File: src/rtl/adder_checker_16bit.sv
// adder_checker_16bit: run-controlled checker for an external adder with saturating pass/fail counters.
// Optional first-failure capture is enabled by defining CHK_FIRST_FAIL_CAPTURE_EN.
module adder_checker_16bit #(
    parameter int WIDTH = 16,
    parameter int CNT_W = 16
) (
    input  logic             clk,
    input  logic             rst_n,
    input  logic             start,
    input  logic             stop,
    input  logic             clear,
    input  logic             in_valid,
    output logic             in_ready,
    input  logic [WIDTH-1:0] a,
    input  logic [WIDTH-1:0] b,
    input  logic             cin,
    input  logic [WIDTH-1:0] sum,
    input  logic             cout,
    output logic             mismatch,
    output logic [CNT_W-1:0] pass_count,
    output logic [CNT_W-1:0] fail_count,
    output logic             done,
    output logic             ff_valid,
    output logic [WIDTH-1:0] ff_a,
    output logic [WIDTH-1:0] ff_b,
    output logic             ff_cin,
    output logic [WIDTH:0]   ff_sum
);
    typedef enum logic [1:0] {IDLE, RUN, DRAIN, DONE} state_t;
    state_t state, state_nx;
    logic             accept;
    logic             run_start;
    logic             s1_valid;
    logic [WIDTH-1:0] s1_a;
    logic [WIDTH-1:0] s1_b;
    logic             s1_cin;
    logic [WIDTH:0]   s1_obs;
    logic [WIDTH:0]   expected;
    logic             s2_fail;

    always_ff @(posedge clk or negedge rst_n)
        if (!rst_n) state <= IDLE;
        else state <= state_nx;

    always_comb
        state_nx = (state == IDLE && start) ? RUN :
                   (state == RUN && stop)   ? DRAIN :
                   (state == DRAIN)         ? DONE :
                   (state == DONE && clear) ? IDLE : state;

    always_comb begin
        in_ready = state == RUN;
        done     = state == DONE;
    end

    assign accept    = in_valid & in_ready;
    assign run_start = state == IDLE && start;

    always_ff @(posedge clk or negedge rst_n)
        if (!rst_n) begin
            s1_valid <= 1'b0;
            s1_a     <= '0;
            s1_b     <= '0;
            s1_cin   <= 1'b0;
            s1_obs   <= '0;
        end else begin
            s1_valid <= accept;
            if (accept) begin
                s1_a   <= a;
                s1_b   <= b;
                s1_cin <= cin;
                s1_obs <= {cout, sum};
            end
        end

    assign expected = {1'b0, s1_a} + {1'b0, s1_b} + {{WIDTH{1'b0}}, s1_cin};
    assign s2_fail  = s1_obs != expected;

    // Counters saturate at all-ones; a new run is the only thing that zeroes them.
    always_ff @(posedge clk or negedge rst_n)
        if (!rst_n) begin
            pass_count <= '0;
            fail_count <= '0;
            mismatch   <= 1'b0;
        end else begin
            mismatch <= s1_valid & s2_fail;
            if (run_start) begin
                pass_count <= '0;
                fail_count <= '0;
            end else if (s1_valid && s2_fail)
                fail_count <= (&fail_count) ? fail_count : fail_count + CNT_W'(1);
            else if (s1_valid)
                pass_count <= (&pass_count) ? pass_count : pass_count + CNT_W'(1);
        end

`ifdef CHK_FIRST_FAIL_CAPTURE_EN
    always_ff @(posedge clk or negedge rst_n)
        if (!rst_n) begin
            ff_valid <= 1'b0;
            ff_a     <= '0;
            ff_b     <= '0;
            ff_cin   <= 1'b0;
            ff_sum   <= '0;
        end else if (run_start)
            ff_valid <= 1'b0;
        else if (s1_valid && s2_fail && !ff_valid) begin
            ff_valid <= 1'b1;
            ff_a     <= s1_a;
            ff_b     <= s1_b;
            ff_cin   <= s1_cin;
            ff_sum   <= s1_obs;
        end
`else
    assign ff_valid = 1'b0;
    assign ff_a     = '0;
    assign ff_b     = '0;
    assign ff_cin   = 1'b0;
    assign ff_sum   = '0;
`endif

endmodule

File: config.mk
export PLATFORM = sky130hd
export DESIGN_NAME = adder_checker_16bit
export DESIGN_NICKNAME = d
export VERILOG_FILES = /design/src/rtl/adder_checker_16bit.sv
export SDC_FILE = /design/constraint.sdc
export NUM_CORES = 1
export LEC_CHECK = 0
export BUFFER_PORTS_ARGS = -buffer_cell sky130_fd_sc_hd__buf_2
export CORE_ASPECT_RATIO = 1.4
export CORE_MARGIN = 4
export CORE_UTILIZATION = 48
export DETAILED_ROUTE_END_ITERATION = 16
export GPL_ROUTABILITY_DRIVEN = 0
export GPL_TIMING_DRIVEN = 0
export HOLD_SLACK_MARGIN = 0.03
export PLACE_DENSITY = 0.75
export SETUP_SLACK_MARGIN = 0.4
export SLEW_MARGIN = 20
export SYNTH_ARGS = -nofsm -noshare
export SYNTH_HDL_FRONTEND = slang
export SYNTH_SLANG_ARGS = --single-unit
export TNS_END_PERCENT = 30
File: constraint.sdc
create_clock -name clk -period 3.7 [get_ports clk]
set_clock_uncertainty 0.05 [all_clocks]
set_input_delay 0.37 -clock clk [delete_from_list [all_inputs] [get_ports clk]]
set_output_delay 0.37 -clock clk [all_outputs]
set_load 0.005 [all_outputs]
## Yosys cells after proc, flatten, opt, wreduce, memory -nomap -nowiden

Index checks and enable logic that the tools add are counted.

- Flip-flop bits (word level): 86
- Logic and storage cells: 45

- Add/sub/neg operators: 4
- Eq/ne operators: 7
- Multiplexer cells: 11
- Bitwise gates (word level): 2
- Reduce and logical (&&, ||, !) cells: 12

Operators by type and width:

| cell | count |
|---|---|
| 16-bit two-way mux | 7 |
| 16-bit by 1-bit adder with 16-bit output (second input constant) | 2 |
| 16-bit AND reduction | 2 |
| 16-bit by 16-bit adder with 17-bit output | 1 |
| 17-bit by 1-bit adder with 17-bit output | 1 |
| 17-bit inequality test | 1 |
| 2-bit two-way mux | 4 |
| 2-bit inequality test (second input constant) | 3 |
| 2-bit equality test (second input constant) | 2 |
| 1-bit logical AND | 4 |
| 2-bit nonzero test | 2 |
| 4-bit nonzero test | 1 |
| 3-bit AND reduction | 1 |
| 1-bit AND | 2 |
| 2-bit by 1-bit equality test with 1-bit output (second input constant) | 1 |
| 2-bit logical NOT | 1 |
| 2-bit AND reduction | 1 |

## Longest topological paths before layout

- Word-level depth: 6
- Mapped depth: 15

## Least setup slack after synthesis

Ideal clock, no wire load.

- Kind: register to register
- From: register s1_a[0]
- To: register pass_count[12]
- Library setup time: 0.078 ns
- Arrival: 3.337 ns
- Data required time: 3.572 ns
- Setup slack: 0.235 ns
- Stages on the path, launching flop included: 15
- Path buffers: 1
- Clock period less this slack: 3.465 ns
- Cell sequence: dfrtp_1 -> inv_1 -> fa_1 -> inv_1 -> fa_1 -> nand3_1 -> a21oi_2 -> nor2_1 -> or3b_1 -> a311o_1 -> or4b_4 -> or2_4 -> buf_6 -> or3_1 -> a21oi_1

- Longest elaborated chain between the ends: 6

Ends and longest elaborated chain:

| element | RTL line | text |
|---|---|---|
| from (decl) | 34 | `logic [WIDTH-1:0] s1_a;` |
| from (signal assigned) | 62 | `s1_a <= '0;` |
| from (signal assigned) | 69 | `s1_a <= a;` |
| 16-bit by 16-bit adder with 17-bit output | 76 | `assign expected = {1'b0, s1_a} + {1'b0, s1_b} + {{WIDTH{1'b0}}, s1_cin};` |
| 17-bit by 1-bit adder with 17-bit output | 76 |  |
| 17-bit inequality test | 77 | `assign s2_fail = s1_obs != expected;` |
| 1-bit logical AND | 90 | `end else if (s1_valid && s2_fail)` |
| 2-bit inequality test (no line) | -- |  |
| 3-bit AND reduction (no line) | -- |  |
| to (signal assigned) | 93 | `pass_count <= (&pass_count) ? pass_count : pass_count + CNT_W'(1);` |
| to (decl) | 20 | `output logic [CNT_W-1:0] pass_count,` |

No other way between the ends.
A chain may end at the register's enable or synchronous reset.

## Worst setup path in the final report

- From: register s1_b[0]
- To: register pass_count[4]

- Longest elaborated chain between the ends: 6

Ends and longest elaborated chain:

| element | RTL line | text |
|---|---|---|
| from (decl) | 35 | `logic [WIDTH-1:0] s1_b;` |
| from (signal assigned) | 63 | `s1_b <= '0;` |
| from (signal assigned) | 70 | `s1_b <= b;` |
| 16-bit by 16-bit adder with 17-bit output | 76 |  |
| 17-bit by 1-bit adder with 17-bit output | 76 |  |
| 17-bit inequality test | 77 |  |
| 1-bit logical AND | 90 |  |
| 2-bit inequality test (no line) | -- |  |
| 3-bit AND reduction (no line) | -- |  |

No other way between the ends.

==> flow_metrics.tcl <==
set metrics [dict create \
    ys_types 57 \
    core_sq_mm 0.0109 \
    synth_warnings 0 \
    drive_gt1_frac 0.245 \
    pin_count 142 \
    startpoint "s1_b[0]" \
    hold_class "primary input to flip-flop" \
    vdd_drop_max_uv 502 \
    fin_crit_sh 0.995 \
    min_from "b[9]" \
    clkLatencyLatePin_ns 0.35 \
    die_area_sq_mm 0.0130 \
    syn_area_sq_mm 0.00537 \
    clock_path_buffers 2 \
    first_pass_iters 5 \
    path_max_fanout 6 \
    fin_crit_ns 3.68 \
    clkTransAtPathRegs_ns 0.06 \
    end_kind "flip-flop" \
    reg2reg_setup_slack_ns 0.02 \
    antenna_cells 0 \
    slowest_stage "or4b_4" \
    gr-usage-all-layers 0.221 \
    die_y_um 133 \
    synth_edf_count 0 \
    rr_startpoint "s1_b[0]" \
    critPathLaunchType "flip-flop" \
    layout.nets 884 \
    worstMarginPinSlew_ns 0.631 \
    rows 45 \
    stdcell_area_sq_mm 0.00672 \
    rsz0062_at_grt "yes" \
    cts-buffers-inserted 9 \
    setup_violations 0 \
    p_per_area_mw_per_mm2 759 \
    slew_headroom 0.579 \
    dp_cells 928 \
    hold_viol_final 0 \
    synth_ff_type "dfrtp_1" \
    stdcell_count 954 \
    dp_hpwl_um 10700 \
    viasPerCell 5.30 \
    port_buffers 90 \
    synthArstFlopShare 1.00 \
    grt_first_pass_wirelength_um 23600 \
    start_util 0.492 \
    grt_overflow_total 0 \
    vias 5057 \
    detail_route.iter0.violations 242 \
    finalPower_mw 5.10 \
    htreeDepth 3 \
    synthCells 646 \
    max_cap_violations 0 \
    reg2regPathDepth 15 \
    crit_type "flip-flop to flip-flop" \
    seq_area_frac_synth 0.400 \
    first_global_vias 5065 \
    drtAntennaViolNets 0 \
    wl_um 14300 \
    area_growth_pct 25.1 \
    crit_required_ns 3.88 \
    critPathArrivalTime_ns 3.86 \
    crit_chain "inv_2 > fa_2 > inv_2 > fa_2 > nand3_4 > a21oi_4 > nor2_2 > or3b_1 > a311o_1 > or4b_4 > buf_6 > nor2_4 > buf_6 > nand3_1 > mux2_4" \
    synth_area_per_cell_sq_um 8.32 \
    min_path_cells 3 \
    slew_violations 0 \
    cts.sinks 86 \
    fmax_mhz 272 \
    placed_area_sq_mm 0.00623 \
    ys_seq_elements 86 \
    p_leak_nw 3.54 \
    wl_per_cell_um 15.0 \
    antenna_found_initial 0 \
    tritoncts "done" \
    outcome "finished clean" \
    grt_max_degree 45 \
    die-width_um 97.4 \
    drc 0 \
    cts_root_buffer "clkbuf_16" \
    slowest_delay_ns 0.58 \
]
-- timing repair --
action / 4_1_cts / 5_1_grt
hold endpoints to repair: 42 / 0
setup buffers: 6 / 2
gates resized for setup: 25 / 10
endpoints found under the setup margin: 32 / 32
pin swaps: 5 / 19
hold buffers: 1 / 0
gates cloned: 2 / 0
-- kinds of logic (layout without fill, tap and decap cells) --
logic type	Yosys count	after routing	share of synthesized area
AND/OR/NAND/NOR	319	319	0.275
AO/OA/AOI/OAI	100	100	0.119
flip-flops	86	86	0.400
buffers and inverters	86	203	0.0980
XOR/XNOR	23	23	0.0375
adder cells (fa/ha/maj)	19	19	0.0470
multiplexers	12	12	0.0228
other	1	51	0.000698
-- per-layer routing --
metal  part of all wire  track usage
met4              0.038        0.115
met3              0.057       0.0398
met5                  0            0
met2               0.53        0.396
met1               0.37        0.248
-- layout make-up --
class	count	area [sq um]
clock inverter	4	23.8
clock buffer	11	243
buffer	77	526
timing repair buffer	102	586
inverter	9	33.8
sequential	86	2150
multi-input combinational	524	2980
tap	141	176
fill	978	4200
-- stage by stage --
stage	TNS [ns]	setup WS (ns)	util	hold WS, ns
2_1_floorplan	0	0.369	-	0.0244
3_3_place_gp	0	0.0854	0.568	0.413
3_5_place_dp	-0.111	-0.0493	0.570	0.348
4_1_cts	0	0.132	0.611	0.148
5_1_grt	-0.443	-0.0661	0.615	0.161
6_report	0	0.0181	0.615	0.159
-- layout by cell type, fill, tap and decap left out, drive strengths merged, types with 3 or more instances in the layout --
cell | netlist | final
nand2 | 185 | 185
buf | 58 | 159
dfrtp | 86 | 86
conb | 1 | 51
a21oi | 33 | 33
clkbuf | 19 | 30
nand3 | 23 | 23
nor2 | 22 | 22
o21ai | 21 | 21
ha | 17 | 17
nand4 | 16 | 16
xnor2 | 16 | 16
o211ai | 14 | 14
and3 | 12 | 12
nand2b | 12 | 12
or4 | 10 | 10
mux2i | 10 | 10
nor3 | 9 | 9
or3 | 9 | 9
inv | 9 | 9
xor2 | 7 | 7
and2 | 7 | 7
a21o | 5 | 5
o21a | 5 | 5
o31ai | 4 | 4
clkinv | 0 | 4
nor2b | 3 | 3
-- where the power goes --
part / leakage (nW) / switching, mW / internal, mW
clock: 0.135 / 0.372 / 0.467
combinational: 2.29 / 1.55 / 1.16
sequential: 1.12 / 0.278 / 1.28
total: 3.54 / 2.20 / 2.90
-- synthesized netlist by cell type, drive strengths merged, types with 14 or more instances --
cell type,instances,area (sq um)
nor2,22,82.6
nand3,23,115
o21ai,21,105
ha,17,213
nand2,185,694
xnor2,16,140
a21oi,33,173
o211ai,14,105
buf,58,422
clkbuf,19,71.3
dfrtp,86,2150
nand4,16,100
-- flip-flops by register name (all words and copies together) (netlist names) --
name / cells
s1_valid: 1
pass_count: 16
mismatch: 1
s1_a: 16
state: 2
fail_count: 16
s1_obs: 17
s1_cin: 1
s1_b: 16
-- final timing paths --
path                                   to
max                         pass_count[4]
min                               s1_b[9]
max reg2reg                 pass_count[4]
min reg2reg                      s1_b[12]
max in group asynchronous       s1_obs[9]
min in group asynchronous  fail_count[14]
-- critical path, delay by kind of cell, from the launching register on --
family / cells / cell delay, ns
AND/OR/NAND/NOR: 6 / 1.30
adder cells (fa/ha/maj): 2 / 0.64
AO/OA/AOI/OAI: 2 / 0.49
buffers and inverters: 4 / 0.43
flip-flops: 1 / 0.34
multiplexers: 1 / 0.33
Note: power is estimated with default switching activity, not from simulation.
